$ cat src/rtl/traffic_phase_controller_if.sv
// Display-side bundle driven by the phase controller into the LCD output stage.
// master = phase controller, slave = LCD stage.
interface traffic_phase_controller_if;
  logic [2:0] Principal_Road;
  logic [2:0] Secondary_Road;
  logic [1:0] Principal_Pedestrian;
  logic [1:0] Secondary_Pedestrian;
  logic [6:0] timeRemaining;
  logic [1:0] StateFlag;
  logic [1:0] PhraseSel;

  modport master (
    output Principal_Road, Secondary_Road, Principal_Pedestrian, Secondary_Pedestrian,
    output timeRemaining, StateFlag, PhraseSel
  );

  modport slave (
    input Principal_Road, Secondary_Road, Principal_Pedestrian, Secondary_Pedestrian,
    input timeRemaining, StateFlag, PhraseSel
  );
endinterface

$ cat src/rtl/traffic_phase_controller.sv
// Two-road traffic phase sequencer with 1 s tick, countdown and flashing-amber fault mode.
// Optional all-red clearance after each amber phase: define ALL_RED_CLEARANCE_EN.
module traffic_phase_controller #(
  parameter int unsigned TICK_DIV = 50_000_000
) (
  input  logic                              clock50MHz,
  input  logic                              reset,
  input  logic [6:0]                        Tpv,
  input  logic [6:0]                        Tsv,
  input  logic [6:0]                        Ta,
  traffic_phase_controller_if.master        o_lcd
);

  localparam int unsigned CntW = (TICK_DIV > 1) ? $clog2(TICK_DIV) : 1;

  localparam logic [2:0] LampRed   = 3'b100;
  localparam logic [2:0] LampAmber = 3'b010;
  localparam logic [2:0] LampGreen = 3'b001;
  localparam logic [1:0] PedStop   = 2'b10;
  localparam logic [1:0] PedWalk   = 2'b01;

  typedef enum logic [2:0] {StInit, StPg, StPy, StSg, StSy, StFault, StAr} state_e;

  state_e          r_state,    w_state_d;
  logic [CntW-1:0] r_tick_cnt, w_tick_cnt_d;
  logic [6:0]      r_time,     w_time_d;
  logic [2:0]      r_p_road,   w_p_road_d;
  logic [2:0]      r_s_road,   w_s_road_d;
  logic [1:0]      r_p_ped,    w_p_ped_d;
  logic [1:0]      r_s_ped,    w_s_ped_d;
  logic [1:0]      r_flag,     w_flag_d;
  logic [1:0]      r_phrase,   w_phrase_d;

  logic   w_tick, w_all_valid, w_load;
  state_e w_load_tgt;

  assign w_tick      = (r_tick_cnt == CntW'(TICK_DIV - 1));
  assign w_all_valid = (Tpv != 7'd0) && (Tpv <= 7'd99) &&
                       (Tsv != 7'd0) && (Tsv <= 7'd99) &&
                       (Ta  != 7'd0) && (Ta  <= 7'd99);

  always_comb begin
    w_state_d    = r_state;
    w_tick_cnt_d = w_tick ? '0 : r_tick_cnt + 1'b1;
    w_time_d     = r_time;
    w_p_road_d   = r_p_road;
    w_s_road_d   = r_s_road;
    w_p_ped_d    = r_p_ped;
    w_s_ped_d    = r_s_ped;
    w_flag_d     = r_flag;
    w_phrase_d   = r_phrase;
    w_load       = 1'b0;
    w_load_tgt   = StPg;

    case (r_state)
      StInit: begin
        w_load     = 1'b1;
        w_load_tgt = StPg;
      end
      StPg, StPy, StSg, StSy: begin
        if (w_tick) begin
          if (r_time > 7'd1) begin
            w_time_d = r_time - 7'd1;
          end else begin
            w_load = 1'b1;
            case (r_state)
              StPg:    w_load_tgt = StPy;
`ifdef ALL_RED_CLEARANCE_EN
              StPy:    w_load_tgt = StAr;
              StSg:    w_load_tgt = StSy;
              default: w_load_tgt = StAr;
`else
              StPy:    w_load_tgt = StSg;
              StSg:    w_load_tgt = StSy;
              default: w_load_tgt = StPg;
`endif
            endcase
          end
        end
      end
`ifdef ALL_RED_CLEARANCE_EN
      StAr: begin
        // StateFlag still carries the amber phase we came from.
        if (w_tick) begin
          w_load     = 1'b1;
          w_load_tgt = (r_flag == 2'd1) ? StSg : StPg;
        end
      end
`endif
      StFault: begin
        if (w_tick) begin
          if (w_all_valid) begin
            w_load     = 1'b1;
            w_load_tgt = StPg;
          end else begin
            w_p_road_d = r_p_road ^ LampAmber;
            w_s_road_d = r_s_road ^ LampAmber;
          end
        end
      end
      default: w_state_d = StInit;
    endcase

    if (w_load) begin
      w_tick_cnt_d = '0;
      w_p_ped_d    = PedStop;
      w_s_ped_d    = PedStop;
      if (w_load_tgt == StAr) begin
        // Clearance is entered unconditionally; validity is checked on the way out.
        w_state_d  = StAr;
        w_time_d   = 7'd1;
        w_p_road_d = LampRed;
        w_s_road_d = LampRed;
        w_phrase_d = 2'd2;
      end else if (!w_all_valid) begin
        w_state_d  = StFault;
        w_time_d   = 7'd0;
        w_p_road_d = LampAmber;
        w_s_road_d = LampAmber;
        w_flag_d   = 2'd0;
        w_phrase_d = 2'd3;
      end else begin
        w_state_d = w_load_tgt;
        case (w_load_tgt)
          StPg: begin
            w_time_d   = Tpv;
            w_p_road_d = LampGreen;
            w_s_road_d = LampRed;
            w_s_ped_d  = PedWalk;
            w_flag_d   = 2'd0;
            w_phrase_d = 2'd0;
          end
          StPy: begin
            w_time_d   = Ta;
            w_p_road_d = LampAmber;
            w_s_road_d = LampRed;
            w_flag_d   = 2'd1;
            w_phrase_d = 2'd0;
          end
          StSg: begin
            w_time_d   = Tsv;
            w_p_road_d = LampRed;
            w_s_road_d = LampGreen;
            w_p_ped_d  = PedWalk;
            w_flag_d   = 2'd2;
            w_phrase_d = 2'd1;
          end
          default: begin
            w_time_d   = Ta;
            w_p_road_d = LampRed;
            w_s_road_d = LampAmber;
            w_flag_d   = 2'd3;
            w_phrase_d = 2'd1;
          end
        endcase
      end
    end
  end

  always_ff @(posedge clock50MHz or negedge reset) begin
    if (!reset) begin
      r_state    <= StInit;
      r_tick_cnt <= '0;
      r_time     <= 7'd0;
      r_p_road   <= LampRed;
      r_s_road   <= LampRed;
      r_p_ped    <= PedStop;
      r_s_ped    <= PedStop;
      r_flag     <= 2'd0;
      r_phrase   <= 2'd0;
    end else begin
      r_state    <= w_state_d;
      r_tick_cnt <= w_tick_cnt_d;
      r_time     <= w_time_d;
      r_p_road   <= w_p_road_d;
      r_s_road   <= w_s_road_d;
      r_p_ped    <= w_p_ped_d;
      r_s_ped    <= w_s_ped_d;
      r_flag     <= w_flag_d;
      r_phrase   <= w_phrase_d;
    end
  end

  assign o_lcd.Principal_Road       = r_p_road;
  assign o_lcd.Secondary_Road       = r_s_road;
  assign o_lcd.Principal_Pedestrian = r_p_ped;
  assign o_lcd.Secondary_Pedestrian = r_s_ped;
  assign o_lcd.timeRemaining        = r_time;
  assign o_lcd.StateFlag            = r_flag;
  assign o_lcd.PhraseSel            = r_phrase;

endmodule

$ cat src/flat_wrapper.sv
// flat-port wrapper written by rule: the top's interface ports become plain ports
module traffic_phase_controller_flat 
#(
  parameter int unsigned TICK_DIV = 50_000_000
)
  (clock50MHz, reset, Tpv, Tsv, Ta, o_lcd_Principal_Road, o_lcd_Secondary_Road, o_lcd_Principal_Pedestrian, o_lcd_Secondary_Pedestrian, o_lcd_timeRemaining, o_lcd_StateFlag, o_lcd_PhraseSel);
  traffic_phase_controller_if o_lcd_i ();
  input  logic clock50MHz;
  input  logic reset;
  input  logic [6:0] Tpv;
  input  logic [6:0] Tsv;
  input  logic [6:0] Ta;
  output wire logic [$bits(o_lcd_i.Principal_Road)-1:0] o_lcd_Principal_Road;
  output wire logic [$bits(o_lcd_i.Secondary_Road)-1:0] o_lcd_Secondary_Road;
  output wire logic [$bits(o_lcd_i.Principal_Pedestrian)-1:0] o_lcd_Principal_Pedestrian;
  output wire logic [$bits(o_lcd_i.Secondary_Pedestrian)-1:0] o_lcd_Secondary_Pedestrian;
  output wire logic [$bits(o_lcd_i.timeRemaining)-1:0] o_lcd_timeRemaining;
  output wire logic [$bits(o_lcd_i.StateFlag)-1:0] o_lcd_StateFlag;
  output wire logic [$bits(o_lcd_i.PhraseSel)-1:0] o_lcd_PhraseSel;
  assign o_lcd_Principal_Road = o_lcd_i.Principal_Road;
  assign o_lcd_Secondary_Road = o_lcd_i.Secondary_Road;
  assign o_lcd_Principal_Pedestrian = o_lcd_i.Principal_Pedestrian;
  assign o_lcd_Secondary_Pedestrian = o_lcd_i.Secondary_Pedestrian;
  assign o_lcd_timeRemaining = o_lcd_i.timeRemaining;
  assign o_lcd_StateFlag = o_lcd_i.StateFlag;
  assign o_lcd_PhraseSel = o_lcd_i.PhraseSel;
  traffic_phase_controller #(.TICK_DIV(TICK_DIV)) u_core (.clock50MHz(clock50MHz), .reset(reset), .Tpv(Tpv), .Tsv(Tsv), .Ta(Ta), .o_lcd(o_lcd_i));
endmodule
$ cat config.mk
export PLATFORM = sky130hd
export DESIGN_NAME = traffic_phase_controller_flat
export DESIGN_NICKNAME = d
export VERILOG_FILES = /design/src/rtl/traffic_phase_controller_if.sv /design/src/rtl/traffic_phase_controller.sv /design/src/flat_wrapper.sv
export SDC_FILE = /design/constraint.sdc
export NUM_CORES = 1
export LEC_CHECK = 0
export BUFFER_PORTS_ARGS = -buffer_cell sky130_fd_sc_hd__buf_2
export CAP_MARGIN = 20
export CORE_MARGIN = 5
export CORE_UTILIZATION = 56
export DETAILED_ROUTE_END_ITERATION = 8
export PLACE_DENSITY = 0.79
export SYNTH_ARGS = -nofsm -noshare
export SYNTH_HDL_FRONTEND = slang
export SYNTH_SLANG_ARGS = --single-unit
$ cat constraint.sdc
create_clock -name clock50MHz -period 2.8 [get_ports clock50MHz]
set_input_delay 0.56 -clock clock50MHz [delete_from_list [all_inputs] [get_ports clock50MHz]]
set_output_delay 0.56 -clock clock50MHz [all_outputs]
set_load 0.03 [all_outputs]
Word level (Yosys, flattened, before mapping)
Cells that the tools add are included.

operators by class
  $add $sub $neg = 2
  order comparisons = 4
  eq/ne operators = 12
  muxes and demuxes = 47
  bitwise operators = 3
  reductions and logical operators = 19

operator list
  kind                                                            count
  2-to-1 mux 26 bit                                               2
  2-to-1 mux 3 bit                                                17
  2-to-1 mux 7 bit                                                6
  adder 26 x 1 -> 26 bit (second input constant)                  1
  equality test 26 bit (second input constant)                    1
  2-to-1 mux 2 bit                                                11
  <= comparator 7 bit (second input constant)                     3
  nonzero test 7 bit                                              3
  case mux 7 bit (2 select lines)                                 1
  equality test 3 x 2 -> 1 bit (second input constant)            4
  case mux 3 bit (2 select lines)                                 2
  equality test 3 bit (second input constant)                     3
  case mux 3 bit (3 select lines)                                 1
  nonzero test 2 bit                                              4
  greater-than comparator 7 x 1 -> 1 bit (second input constant)  1
  subtractor 7 x 1 -> 7 bit (second input constant)               1
  equality test 3 x 1 -> 1 bit (second input constant)            2
  case mux 2 bit (3 select lines)                                 1
  AND reduction 3 bit                                             2
  OR reduction 6 bit                                              1
  logical AND 1 bit                                               5
  2-to-1 mux 1 bit                                                5
  OR reduction 4 bit                                              1
  logical NOT 3 bit                                               1
  other kinds (6)                                                 8

word-level totals
  bits in registers = 50
  input bits = 23
  output and inout port bits = 21
  word-level logic and storage cells = 98

Depth between registers and ports, before layout
  depth in word-level cells = 11
  gate-level depth with buffers = 9
  gate-level depth less buffers = 8

Least setup slack after synthesis
OpenSTA, ideal clock, no wires.

  path kind = register -> register
  start point = reg u_core.r_time[5], in the netlist u_core.o_lcd.timeRemaining[5]
  end point = reg u_core.r_time[5], in the netlist u_core.o_lcd.timeRemaining[5]
  setup time = 129 ps
  arrival time = 2548 ps
  required time = 2671 ps
  path slack = 123 ps
  cell stages (with the launch flop) = 7
  buffers on the path = 0
  period minus slack after synthesis = 2677 ps
  cell sequence = dfrtp_1 or4_4 or3_4 or4_1 o32a_1 a221oi_1 nor3_1

between the ends
  cells in the longest elaborated chain, start to end = 9
  elaborated cells between the ends (all ways) = 22
  those cells by class = add/sub (1); order compare (1); eq/ne (3); mux (13); reduce/logical (4)

RTL lines
  what                                                                          RTL line                         text
  start: declaration                                                            traffic_phase_controller.sv:26   logic [6:0] r_time, w_time_d;
  start signal: assignment                                                      traffic_phase_controller.sv:174  r_time <= w_time_d;
  greater-than comparator 7 x 1 -> 1 bit                                        traffic_phase_controller.sv:62   if (r_time > 7'd1) begin
  2-to-1 mux 3 bit                                                              traffic_phase_controller.sv:62
  2-to-1 mux 3 bit                                                              traffic_phase_controller.sv:61   if (w_tick) begin
  2-to-1 mux 3 bit                                                              -
  equality test 3 x 2 -> 1 bit or equality test 3 x 1 -> 1 bit (tied branches)  traffic_phase_controller.sv:124  case (w_load_tgt)
  case mux 7 bit (2 select lines)                                               traffic_phase_controller.sv:124
  2-to-1 mux 7 bit                                                              traffic_phase_controller.sv:115  end else if (!w_all_valid) begin
  2-to-1 mux 7 bit                                                              traffic_phase_controller.sv:108  if (w_load_tgt == StAr) begin
  2-to-1 mux 7 bit                                                              traffic_phase_controller.sv:104  if (w_load) begin

Parallel ways exist; a longest one is shown, timed or not. The select of a mux whose other input is x is not followed.
A chain may end at the register's enable or synchronous reset.

Worst setup path after layout
Same ends and word-level chain as after synthesis.

==> impl_metrics.yaml <==
place:
  port_buffers: 43
  placed_area_um2: 3120
  hpwl_mm: 4.90
  place_congestion: 0.913
setup_path:
  critical_path_arrival_ns: 2.90
  cp_max_fo: 5
  path_cells: "or4_4, or3_4, or4_1, o32a_1, a221oi_2, nor3_1"
  crit_slowest_cell: "or4_4"
  cp-start-kind: "flip-flop"
  cp_num_buf_inv: 0
  slowest_delay_ns: 0.59
  end_kind: "flip-flop"
  crit_family: "simple AND/OR/NAND/NOR gates"
  cp_num_cells: 6
  worstSetupPathType: "flip-flop to flip-flop"
  required_ns: 2.99
  rr_worst_depth: 6
cts:
  cts-buffers-inserted: 5
  cts_tree: "built"
  h-tree-depth: 2
  clk_pin_slew_worst_paths_ns: 0.09
  clockBufferDepth: 2
  clockRootBuffer: "clkbuf_8"
  clock_latency_ns: 0.30
  cts_num_sinks: 50
routing:
  route.detailed.drc: 0
  wirelength_mm: 6.58
  vias: 2534
  drtPass1Iterations: 5
  via_per_inst: 5.92
  drtIter0Drc: 216
  post_drt_wl_per_cell_um: 15.4
  postRouteAntennaNets: 0
timing:
  fin_crit_sh: 0.968
  finalHoldViolCount: 0
  max_freq_mhz: 369
  tns_ns: 0
  maxSlewHeadroom: 0.679
  finalCriticalPeriod_ns: 2.71
  setup_violations: 0
  fin_hold_ws_ns: 0.190
  maxSlewViolCount: 0
  fin_skew_ns: 0.00579
  tightest_slew_ns: 0.477
logic_synthesis:
  syn-mean-instance-area_um2: 9.06
  postSynthNetCount: 333
  postSynthCellCount: 307
  synth_area_um2: 2780
  async_flop_share: 1.00
  synth_edf_count: 0
  synthDistinctLibCells: 48
  ys_seq_area_frac: 0.452
  ys.flop_type: "dfrtp_1"
  ys_ff_latch: 50
  yosysWarnings: 0
power:
  peakVddDrop_mv: 0.477
  power_mw: 2.44
  power_frac_comb: 0.353
  power.leakage_nw: 1.48
  netSwitchingFraction: 0.385
  p_switching_mw: 0.939
  powerDensity_nw_per_um2: 748
  pwr-share-clk: 0.202
  pwr-share-seq: 0.445
  intPower_mw: 1.50
job:
  cap_violations: 0
floorplanning:
  io_pins: 44
  die_w_um: 80.5
  core_area_um2: 4790
  die-area_um2: 6480
  die_h_um: 80.5
  start_util: 0.581
  placementRows: 25
grt:
  grt.overflow.total: 0
  grt_pass1_wl_mm: 10.8
  grt_start_max_net_pins: 22
  grt_pass1_vias: 2378
  grt_usage: 0.209
  antenna_found_initial: 0
finish:
  diodes: 0
  stdcell_area_um2: 3260
  nets: 386
  synthToLayoutAreaGrowth_pct: 17.2
  drive_gt1_frac: 0.213
worst_hold_path:
  hp-class: "primary input to async pin"
run_status:
  outcome: "complete, no violations"
## layer usage
metal	global-route usage	wire, um	vias up
met5	0	0	-
met4	0.0743	116	0
met3	0.0336	333	14
met2	0.331	3120	84
met1	0.289	3000	1215
li1	-	-	1221
## power groups by stage
stage	logic, mW	registers [mW]	clock network, mW
after floorplan	0.429	1.25	0
after global placement	0.845	1.08	0
after global routing	0.948	1.11	0.534
after CTS	0.853	1.08	0.505
final	0.861	1.09	0.492
after detailed placement	0.847	1.10	0
## flip-flops by register name, summed over array words and instances, names as in the netlist
signal / cells
u_core.o_lcd.PhraseSel: 2
u_core.o_lcd.Principal_Pedestrian: 2
u_core.o_lcd.Principal_Road: 3
u_core.o_lcd.Secondary_Pedestrian: 2
u_core.o_lcd.Secondary_Road: 3
u_core.o_lcd.StateFlag: 2
u_core.o_lcd.timeRemaining: 7
u_core.r_state: 3
u_core.r_tick_cnt: 26
## synth_stat cells (2+ instances only)
master | instances | area, um2
a21o_1 | 5 | 37.5
a21oi_1 | 13 | 65.1
a22oi_1 | 2 | 15.0
a31oi_1 | 2 | 12.5
and2_1 | 3 | 18.8
and3_1 | 4 | 25.0
and4_1 | 6 | 52.6
clkbuf_1 | 9 | 33.8
dfrtp_1 | 46 | 1150
dfstp_2 | 4 | 105
ha_1 | 3 | 37.5
inv_1 | 6 | 22.5
nand2_1 | 35 | 131
nand3_1 | 12 | 60.1
nand4_1 | 10 | 62.6
nor2_1 | 39 | 146
nor2b_1 | 2 | 12.5
nor3_1 | 12 | 60.1
nor4_1 | 5 | 31.3
o211ai_1 | 5 | 37.5
o21a_1 | 3 | 22.5
o21ai_0 | 11 | 55.1
o22ai_1 | 5 | 31.3
o311ai_0 | 4 | 35.0
o41ai_1 | 3 | 26.3
or3_1 | 3 | 18.8
or4_1 | 7 | 52.6
xnor2_1 | 14 | 123
xor2_1 | 15 | 131
## cell type report
class | instances | area (um2)
well taps | 67 | 83.8
fillers | 394 | 1530
clock buffers | 7 | 76.3
flip-flops and latches | 50 | 1260
repair buffers | 57 | 318
inverters | 7 | 26.3
clock inverters | 1 | 30.0
multi-input cells | 239 | 1470
## through the flow
step	setup WS (ns)	util	cells
4_1_cts	0.0229	0.674	425
5_1_grt	-0.0434	0.681	428
6_report	0.0899	0.681	428
2_1_floorplan	0.123	-	307
3_5_place_dp	0.0471	0.652	417
3_3_place_gp	0.131	0.652	417
## logic make-up (layout without fill, tap and decap cells)
logic type / after synthesis / count (layout) / synth area share
AND/OR/NAND/NOR: 144 / 144 / 0.261
AO/OA/AOI/OAI: 63 / 63 / 0.157
flip-flops: 50 / 50 / 0.452
XOR/XNOR: 29 / 29 / 0.0913
buffers and inverters: 18 / 72 / 0.0256
adder cells (fa/ha/maj): 3 / 3 / 0.0135
## repair_timing
item,in CTS,in global routing
resized for setup,0,3
setup buffers,0,2
hold buffers,0,0
endpoints found under the setup margin,0,12
## worst paths after layout
check                                          startpoint                             end  slack, ns
min in group clock50MHz    u_core.o_lcd.Principal_Road[2]  u_core.o_lcd.Principal_Road[2]       0.47
max in group asynchronous                           reset  u_core.o_lcd.Principal_Road[2]       1.92
setup reg to reg            u_core.o_lcd.timeRemaining[5]   u_core.o_lcd.timeRemaining[5]       0.09
setup / recovery            u_core.o_lcd.timeRemaining[5]   u_core.o_lcd.timeRemaining[5]       0.09
hold reg to reg            u_core.o_lcd.Principal_Road[2]  u_core.o_lcd.Principal_Road[2]       0.47
hold / removal                                      reset   u_core.o_lcd.timeRemaining[0]       0.19
## placed cells by master, fill, tap and decap left out, types with 2 or more instances in the layout
cell      netlist  final
dfrtp_1        46     46
buf_2           0     43
nor2_1         39     39
nand2_1        35     35
xor2_1         15     15
xnor2_1        14     14
buf_4           1     13
nor3_1         12     12
nand3_1        12     12
a21oi_1        13     12
o21ai_0        11     11
nand4_1        10     10
or4_1           7      7
inv_1           6      6
and4_1          6      6
a21o_1          5      5
o22ai_1         5      5
o211ai_1        5      5
clkbuf_8        0      5
nor4_1          5      4
and3_1          4      4
o311ai_0        4      4
dfstp_2         4      4
or3_1           3      3
and2_1          3      3
o41ai_1         3      3
o21a_1          3      3
ha_1            3      3
nor2b_1         2      2
a31oi_1         2      2
a22oi_1         2      2
clkbuf_1        9      2
No activity file was read; power rests on OpenSTA's default activity.
